File: src/rtl/orb_uart_poller.sv
// Polls CH_NUM RS-485 UART channels: sends REQ_BYTE, captures a PKT_LEN-byte reply per channel into a buffer.
// Latency: 10*CLK_DIV cycles per request frame plus reply time; buffer read port has one cycle latency.
// Backpressure: none; start is ignored while busy, replies are sampled as they arrive on the line.
module orb_uart_poller #(
    parameter int         CH_NUM       = 5,
    parameter int         PKT_LEN      = 18,
    parameter int         CLK_DIV      = 17,
    parameter int         TIMEOUT_BITS = 64,
    parameter logic [7:0] REQ_BYTE     = 8'hA5,
    localparam int        DEPTH        = CH_NUM * PKT_LEN,
    localparam int        AW           = (DEPTH > 1) ? $clog2(DEPTH) : 1
) (
    input  logic              clk80MHz,
    input  logic              rst,
    input  logic              start,
    input  logic [CH_NUM-1:0] UART_RX,
    output logic [CH_NUM-1:0] UART_TX,
    output logic [CH_NUM-1:0] UART_dTX,
    output logic [CH_NUM-1:0] UART_dRX,
    input  logic [AW-1:0]     rd_addr,
    output logic [7:0]        rd_data,
    output logic              busy,
    output logic              done,
    output logic [CH_NUM-1:0] tmo_flags,
    output logic [CH_NUM-1:0] ferr_flags
);

    localparam int CW   = (CH_NUM > 1) ? $clog2(CH_NUM) : 1;
    localparam int DW   = $clog2(CLK_DIV);
    localparam int TW   = $clog2(TIMEOUT_BITS + 1);
    localparam int IW   = $clog2(PKT_LEN + 1);
    localparam int HALF = CLK_DIV / 2;

    typedef enum logic [2:0] {S_IDLE, S_TX, S_RX_WAIT, S_RX_BYTE, S_NEXT, S_DONE} state_t;

    state_t            state_q;
    logic [CW-1:0]     ch_q;
    logic [3:0]        bit_q;
    logic [DW-1:0]     div_q;
    logic [DW-1:0]     tmo_div_q;
    logic [TW-1:0]     tmo_bits_q;
    logic [IW-1:0]     idx_q;
    logic [7:0]        shreg_q;
    logic [CH_NUM-1:0] rx_s1_q, rx_s2_q, rx_s3_q;
    logic [CH_NUM-1:0] tx_q, de_q, tmo_q, ferr_q;
    logic              busy_q, done_q;
    logic [7:0]        rd_data_q;
    logic [7:0]        mem_q [DEPTH];

    logic              rx_cur, rx_fall, sample_now, wr_en;
    logic [AW-1:0]     wr_addr;

    // Line level for request bit b: start bit, REQ_BYTE LSB-first, stop bit.
    function automatic logic tx_bit(input logic [3:0] b);
        if (b == 4'd0) return 1'b0;
        if (b >= 4'd9) return 1'b1;
        return REQ_BYTE[3'(b - 4'd1)];
    endfunction

    // Two-flop synchroniser plus one history stage for falling-edge detection.
    always_ff @(posedge clk80MHz or posedge rst) begin
        if (rst) begin
            rx_s1_q <= '1;
            rx_s2_q <= '1;
            rx_s3_q <= '1;
        end else begin
            rx_s1_q <= UART_RX;
            rx_s2_q <= rx_s1_q;
            rx_s3_q <= rx_s2_q;
        end
    end

    // Selected-channel receive view and the mid-bit sample strobe.
    always_comb begin
        rx_cur     = rx_s2_q[ch_q];
        rx_fall    = rx_s3_q[ch_q] & ~rx_s2_q[ch_q];
        sample_now = (state_q == S_RX_BYTE) &&
                     (div_q == ((bit_q == 4'd0) ? DW'(HALF - 1) : DW'(CLK_DIV - 1)));
        wr_en      = sample_now && (bit_q == 4'd9);
        wr_addr    = AW'(ch_q) * AW'(PKT_LEN) + AW'(idx_q);
    end

    // Poll sequencer: request, wait for reply start, shift in bytes, advance channel.
    always_ff @(posedge clk80MHz or posedge rst) begin
        if (rst) begin
            state_q    <= S_IDLE;
            ch_q       <= '0;
            bit_q      <= '0;
            div_q      <= '0;
            tmo_div_q  <= '0;
            tmo_bits_q <= '0;
            idx_q      <= '0;
            shreg_q    <= '0;
            tx_q       <= '1;
            de_q       <= '0;
            tmo_q      <= '0;
            ferr_q     <= '0;
            busy_q     <= 1'b0;
            done_q     <= 1'b0;
        end else begin
            done_q <= 1'b0;
            case (state_q)
                S_IDLE: begin
                    if (start) begin
                        state_q  <= S_TX;
                        ch_q     <= '0;
                        bit_q    <= '0;
                        div_q    <= '0;
                        busy_q   <= 1'b1;
                        tmo_q    <= '0;
                        ferr_q   <= '0;
                        tx_q     <= '1;
                        tx_q[0]  <= 1'b0;
                        de_q     <= '0;
                        de_q[0]  <= 1'b1;
                    end
                end
                S_TX: begin
                    if (div_q == DW'(CLK_DIV - 1)) begin
                        div_q <= '0;
                        if (bit_q == 4'd9) begin
                            // Stop bit finished: release the driver and open the receive window.
                            tx_q       <= '1;
                            de_q       <= '0;
                            idx_q      <= '0;
                            tmo_div_q  <= '0;
                            tmo_bits_q <= '0;
                            state_q    <= S_RX_WAIT;
                        end else begin
                            bit_q       <= bit_q + 4'd1;
                            tx_q[ch_q]  <= tx_bit(bit_q + 4'd1);
                        end
                    end else begin
                        div_q <= div_q + DW'(1);
                    end
                end
                S_RX_WAIT: begin
                    if (rx_fall) begin
                        state_q <= S_RX_BYTE;
                        div_q   <= '0;
                        bit_q   <= '0;
                    end else if (tmo_div_q == DW'(CLK_DIV - 1)) begin
                        tmo_div_q <= '0;
                        if (tmo_bits_q == TW'(TIMEOUT_BITS - 1)) begin
                            tmo_q[ch_q] <= 1'b1;
                            state_q     <= S_NEXT;
                        end else begin
                            tmo_bits_q <= tmo_bits_q + TW'(1);
                        end
                    end else begin
                        tmo_div_q <= tmo_div_q + DW'(1);
                    end
                end
                S_RX_BYTE: begin
                    if (sample_now) begin
                        div_q <= '0;
                        if (bit_q == 4'd0) begin
                            // A start bit that is high again at mid-bit was a glitch; keep the timeout running.
                            if (rx_cur) state_q <= S_RX_WAIT;
                            else        bit_q   <= 4'd1;
                        end else if (bit_q < 4'd9) begin
                            shreg_q <= {rx_cur, shreg_q[7:1]};
                            bit_q   <= bit_q + 4'd1;
                        end else begin
                            if (!rx_cur) ferr_q[ch_q] <= 1'b1;
                            if (idx_q == IW'(PKT_LEN - 1)) begin
                                state_q <= S_NEXT;
                            end else begin
                                idx_q      <= idx_q + IW'(1);
                                tmo_div_q  <= '0;
                                tmo_bits_q <= '0;
                                state_q    <= S_RX_WAIT;
                            end
                        end
                    end else begin
                        div_q <= div_q + DW'(1);
                    end
                end
                S_NEXT: begin
                    if (ch_q == CW'(CH_NUM - 1)) begin
                        state_q <= S_DONE;
                        done_q  <= 1'b1;
                        busy_q  <= 1'b0;
                    end else begin
                        ch_q                <= ch_q + CW'(1);
                        bit_q               <= '0;
                        div_q               <= '0;
                        tx_q                <= '1;
                        tx_q[ch_q + CW'(1)] <= 1'b0;
                        de_q                <= '0;
                        de_q[ch_q + CW'(1)] <= 1'b1;
                        state_q             <= S_TX;
                    end
                end
                S_DONE: begin
                    state_q <= S_IDLE;
                end
                default: begin
                    state_q <= S_IDLE;
                end
            endcase
        end
    end

    // Reply buffer: written on each stop-bit sample, never reset.
    always_ff @(posedge clk80MHz) begin
        if (wr_en) mem_q[wr_addr] <= shreg_q;
    end

    // Registered read port; addresses past the buffer read as zero.
    always_ff @(posedge clk80MHz or posedge rst) begin
        if (rst) begin
            rd_data_q <= '0;
        end else if ({1'b0, rd_addr} < (AW + 1)'(DEPTH)) begin
            rd_data_q <= mem_q[rd_addr];
        end else begin
            rd_data_q <= '0;
        end
    end

    assign UART_TX    = tx_q;
    assign UART_dTX   = de_q;
    assign UART_dRX   = de_q;
    assign rd_data    = rd_data_q;
    assign busy       = busy_q;
    assign done       = done_q;
    assign tmo_flags  = tmo_q;
    assign ferr_flags = ferr_q;

endmodule

File: config.mk
export PLATFORM = sky130hd
export DESIGN_NAME = orb_uart_poller
export DESIGN_NICKNAME = d
export VERILOG_FILES = /design/src/rtl/orb_uart_poller.sv
export SDC_FILE = /design/constraint.sdc
export NUM_CORES = 1
export LEC_CHECK = 0
export ABC_CLOCK_PERIOD_IN_PS = 3300
export BUFFER_PORTS_ARGS = -buffer_cell sky130_fd_sc_hd__buf_2
export CAP_MARGIN = 20
export CORE_ASPECT_RATIO = 1.75
export CORE_MARGIN = 2
export CORE_UTILIZATION = 50
export CTS_CLUSTER_DIAMETER = 40
export DETAILED_ROUTE_END_ITERATION = 8
export PLACE_DENSITY_LB_ADDON = 0.2
export SYNTH_ARGS = -nofsm -noshare
export SYNTH_HDL_FRONTEND = slang
export SYNTH_SLANG_ARGS = --single-unit
File: constraint.sdc
create_clock -name clk80MHz -period 3.3 [get_ports clk80MHz]
set_input_delay 0.66 -clock clk80MHz [delete_from_list [all_inputs] [get_ports clk80MHz]]
set_output_delay 0.66 -clock clk80MHz [all_outputs]
set_load 0.03 [all_outputs]
# == Yosys cells after proc, flatten, opt, wreduce, memory -nomap -nowiden ==
# Memory sizes are Yosys's and may differ from the RTL's.
# Index checks and enable logic that the tools add are counted.
# totals
output_inout_bits,35
mem_bits_ro,8
regBits,85
ram_bits,720
n_memories,2
input_bits,15
elab_cells,211
# mem_list
memory,words,word_bits,read_ports,rd_clocked_by_memory_dff,wr,line,rtl
mem_q,90,8,1,0,1,48,logic [7:0] mem_q [DEPTH];
(no name shown),8,1,1,0,0,57,return REQ_BYTE[3'(b - 4'd1)];
# classes
muxes,108
reduce_logical,27
mul,1
bitwise,6
n_lt_le_gt_ge,8
n_eq_ne,33
n_addsub,8
# ops
operator,count
two-way mux 5 bit,31
two-way mux 7 bit,9
case mux 5 bit (3 select lines),3
two-way mux 3 bit,14
two-way mux 4 bit,9
"!= test 2 bit, second input constant",16
case mux 5 bit (2 select lines),3
two-way mux 1 bit,27
case mux 5 bit (5 select lines),1
case mux 7 bit (3 select lines),1
case mux 4 bit (5 select lines),1
AND reduction 8 bit,2
"adder 5 x 1 -> 5 bit, second input constant",3
"equality test 5 bit, second input constant",3
"!= test 3 bit, second input constant",5
case mux 3 bit (5 select lines),1
"less-than comparator 3 x 4 -> 1 bit, second input constant",3
AND reduction 4 bit,3
bitwise OR 5 bit,2
AND reduction 10 bit,1
AND reduction 5 bit,2
AND reduction 9 bit,1
logical NOT 4 bit,2
two-way mux 8 bit,1
other kinds (33),47

# == Longest topological paths before layout ==
# depth
ltp_word,19
depth_mapped,10
depth_no_buf,9

# == Worst setup path after synthesis ==
# Ideal clock, no wire load.
# synth_path
path_type,reg2reg
start,reg ch_q[1]
end,mem mem_q[88][0] (enable)
slack_ps,163
arrival_time_ps,2754
required_time_ps,2917
period_less_slack_ps,3137
n_path_buf,1
stages_incl_launch_ff,10
setup_time_ps,383
cell_sequence,dfrtp_1 buf_2 clkinv_1 fa_1 inv_1 a21oi_1 o21bai_1 xnor2_1 o21ai_0 nor3_1
# synth_between
elab_chain_len,2
# synth_lines
element,line,rtl
from (decl),37,logic [CW-1:0] ch_q;
from (signal assigned),185,ch_q <= ch_q + CW'(1);
multiplier 3 x 4 -> 6 bit,80,wr_addr = AW'(ch_q) * AW'(PKT_LEN) + AW'(idx_q);
adder 7 x 5 -> 7 bit,80,
to (decl),48,
# No other way between the ends.

# == Worst setup path after layout ==
# layout_path
start,reg idx_q[1]
end,mem mem_q[81][7] (enable)
# layout_between
elab_chain_len,1
# layout_lines
element,line,rtl
from (decl),42,logic [IW-1:0] idx_q;
from (signal assigned),169,idx_q <= idx_q + IW'(1);
adder 7 x 5 -> 7 bit,80,
# No other way between the ends.

==> reports/qor.txt <==
Min-Delay Path Class -> input pin to asynchronous set/reset pin
Crit Path Max Fanout -> 8
relative max-transition margin -> 0.156
most used cell, CP -> inv_1
Final Hold Vio Count -> 0
full die area -> 0.0672 mm^2
most common library cells after synthesis -> edfxtp_1, mux4_2, nor2_1
DR vias/cell -> 6.13
Slew Limit Fails -> 0
CP Class -> flop to flop
Final period util -> 0.937
Fin Hold WS -> 0.0634 ns
Ports -> 50
clk root buf -> clkbuf_16
Avg Synthesized Cell Area -> 18.8 um^2
Port Buffers -> 49
CP max stage cell -> o211ai_1
status -> finished, final reports clean
fin cells -> 2827
DRC -> 0
CTS sink cnt -> 805
Via Count -> 17300
crit path time final -> 3.09 ns
area grow syn2layout -> 15.2%
Routed WL -> 79.2 mm
Synth warnings -> 0
power per cell area -> 577 mW/mm^2
layout cells sized above 1 -> 0.304
worst skew pair latency -> 0.61 ns
Seq cells post-synth -> 805
Post-Synthesis Cells -> 1729
kind of cell adding the most delay to the critical path -> compound AO/OA/AOI/OAI gates
post-synthesis mux area share -> 0.152
Post-DP HPWL -> 53.2 mm
Placer Congestion -> 0.886
Post-CTS Hold Fix Bufs -> 0
Leak -> 12.9 nW
RSZ-0062 raised after global routing -> false
fin area -> 0.0375 mm^2
fin util -> 0.583
post-synthesis xor/xnor area fraction -> 0.00215
max-cap violation count -> 0
compound-gate portion of the synthesized area -> 0.0420
final worst setup slack -> 0.210 ns
post-synthesis sequential area ratio -> 0.730
async set-or-reset flop fraction in the synthesized netlist -> 0.106
Syn Nets -> 1762
largest area contributor in the netlist -> edfxtp_1
synth top area cells -> edfxtp_1, mux4_2, dfrtp_1
Fin Setup TNS -> 0 ns
Setup Slack @ Placement -> 0.0616 ns
core area -> 0.0643 mm^2
DR pass1 iterations -> 7
clock buffer depth -> 3
WP buf/inv -> 3
std cell rows -> 123
FMAX -> 324 MHz
wire per inst -> 28.0 um
Worst EP arrival -> 3.41 ns
Pwr Total -> 21.6 mW
initial DRC count -> 1575
largest net degree at the start of global routing -> 80
Starting Density -> 0.506
Synth Area in Simple Gates -> 0.0485
initial antenna violation count -> 0
crit path capture type -> flop
Most used DFF post-synth -> edfxtp_1
Global Route Usage Sum -> 0.243
TritonCTS clock tree -> built
Num CTS Buffers -> 72
Die Span Y -> 342 um
final setup skew -> 0.0290 ns
slowest stage delay, CP -> 0.51 ns
setup violators final -> 0
Cell variety after synth -> 90
H-tree depth -> 3
Worst Path Required -> 3.62 ns
Adder-Cell Fraction of Synth Area -> 0.00715
EDFF count, synth -> 720
crit path cell chain -> ha_1 > inv_1 > fa_1 > inv_1 > a21oi_1 > o21bai_1 > xnor2_1 > o211ai_1 > nor2_1 > buf_4
Worst VDD drop -> 0.541 mV
top-area cell type share of the netlist area -> 0.664
remaining global-route overflow -> 0
post-route antenna net violation count -> 0
Post-DP Area -> 0.0350 mm^2
clock slew at reported path FFs -> 0.07 ns
dpl cells -> 2692
count leader, synth -> edfxtp_1
cell area after synthesis -> 0.0326 mm^2
Die W -> 197 um
worst slew pin tran -> 1.23 ns
Startpoint Class -> flop
largest family of logic cells by synthesized area -> multiplexers
# nets final -> 1989
first-pass GRT wire length -> 118 mm
number of global-route vias before repair -> 18000
-- area by class of cell --
type	count	area, um^2
Sequential cell	805	23800
Clock buffer	95	2000
Clock inverter	37	422
Multi-Input combinational cell	804	8210
Tap cell	812	1020
Fill cell	4754	26800
Timing Repair Buffer	246	1960
Antenna cell	1	2.50
Inverter	27	103
-- logic make-up (layout without fill, tap and decap cells) --
group,count (synthesis),after routing
mux,256,256
buf+inv,120,405
compound gates,193,193
other cells,0,1
simple gates,329,329
xor+xnor,8,8
flops,805,805
fa+ha+maj,18,18
-- registers in the layout, summed over array words and instances (netlist names), 7 cells and up --
signal	flops
mem_q	720
rd_data	8
tmo_bits_q	7
shreg_q	8
-- cell usage in the layout, fill, tap and decap left out, types with 22 or more instances in the layout --
cell type,Yosys,final
a21oi_1,38,38
clkbuf_16,0,75
edfxtp_1,720,720
nand2_1,61,61
o21ai_0,33,33
nor3_1,30,30
inv_1,23,22
nor2_1,132,132
buf_2,23,46
mux2i_1,48,48
mux4_2,189,189
nand3_1,28,28
buf_4,21,181
dfrtp_1,65,57
-- per-layer routing --
metal | part of all wire | vias up | global-route usage
met5 | 0 | - | 0
met4 | 0.045 | 0 | 0.109
met3 | 0.051 | 168 | 0.0315
met2 | 0.54 | 581 | 0.442
met1 | 0.36 | 9103 | 0.289
li1 | - | 7488 | -
-- power breakdown --
| group | internal, mW | switching [mW] |
|---|---|---|
| clock | 4.94 | 3.69 |
| sequential | 11.3 | 0.211 |
| combinational | 0.571 | 0.947 |
| total | 16.8 | 4.84 |
-- timing repair --
| action | CTS | global route |
|---|---|---|
| setup endpoints to repair | 0 | 16 |
| gates resized for setup | 0 | 0 |
| setup buffers | 0 | 2 |
-- final timing paths --
| kind | startpoint | endpoint | slack (ns) | cells past startpoint |
|---|---|---|---|---|
| setup / recovery | idx_q[1] | mem_q[81][7] | 0.21 | 10 |
| hold reg to reg | rx_s2_q[4] | rx_s3_q[4] | 0.35 | 0 |
| max in group asynchronous | rst | rd_data[7] | 2.38 | 3 |
| hold / removal | rst | tmo_flags[0] | 0.06 | 2 |
| min in group clk80MHz | UART_RX[2] | rx_s1_q[2] | 0.17 | 1 |
| setup reg to reg | idx_q[1] | mem_q[81][7] | 0.21 | 10 |
Note: power is estimated with default switching activity, not from simulation.
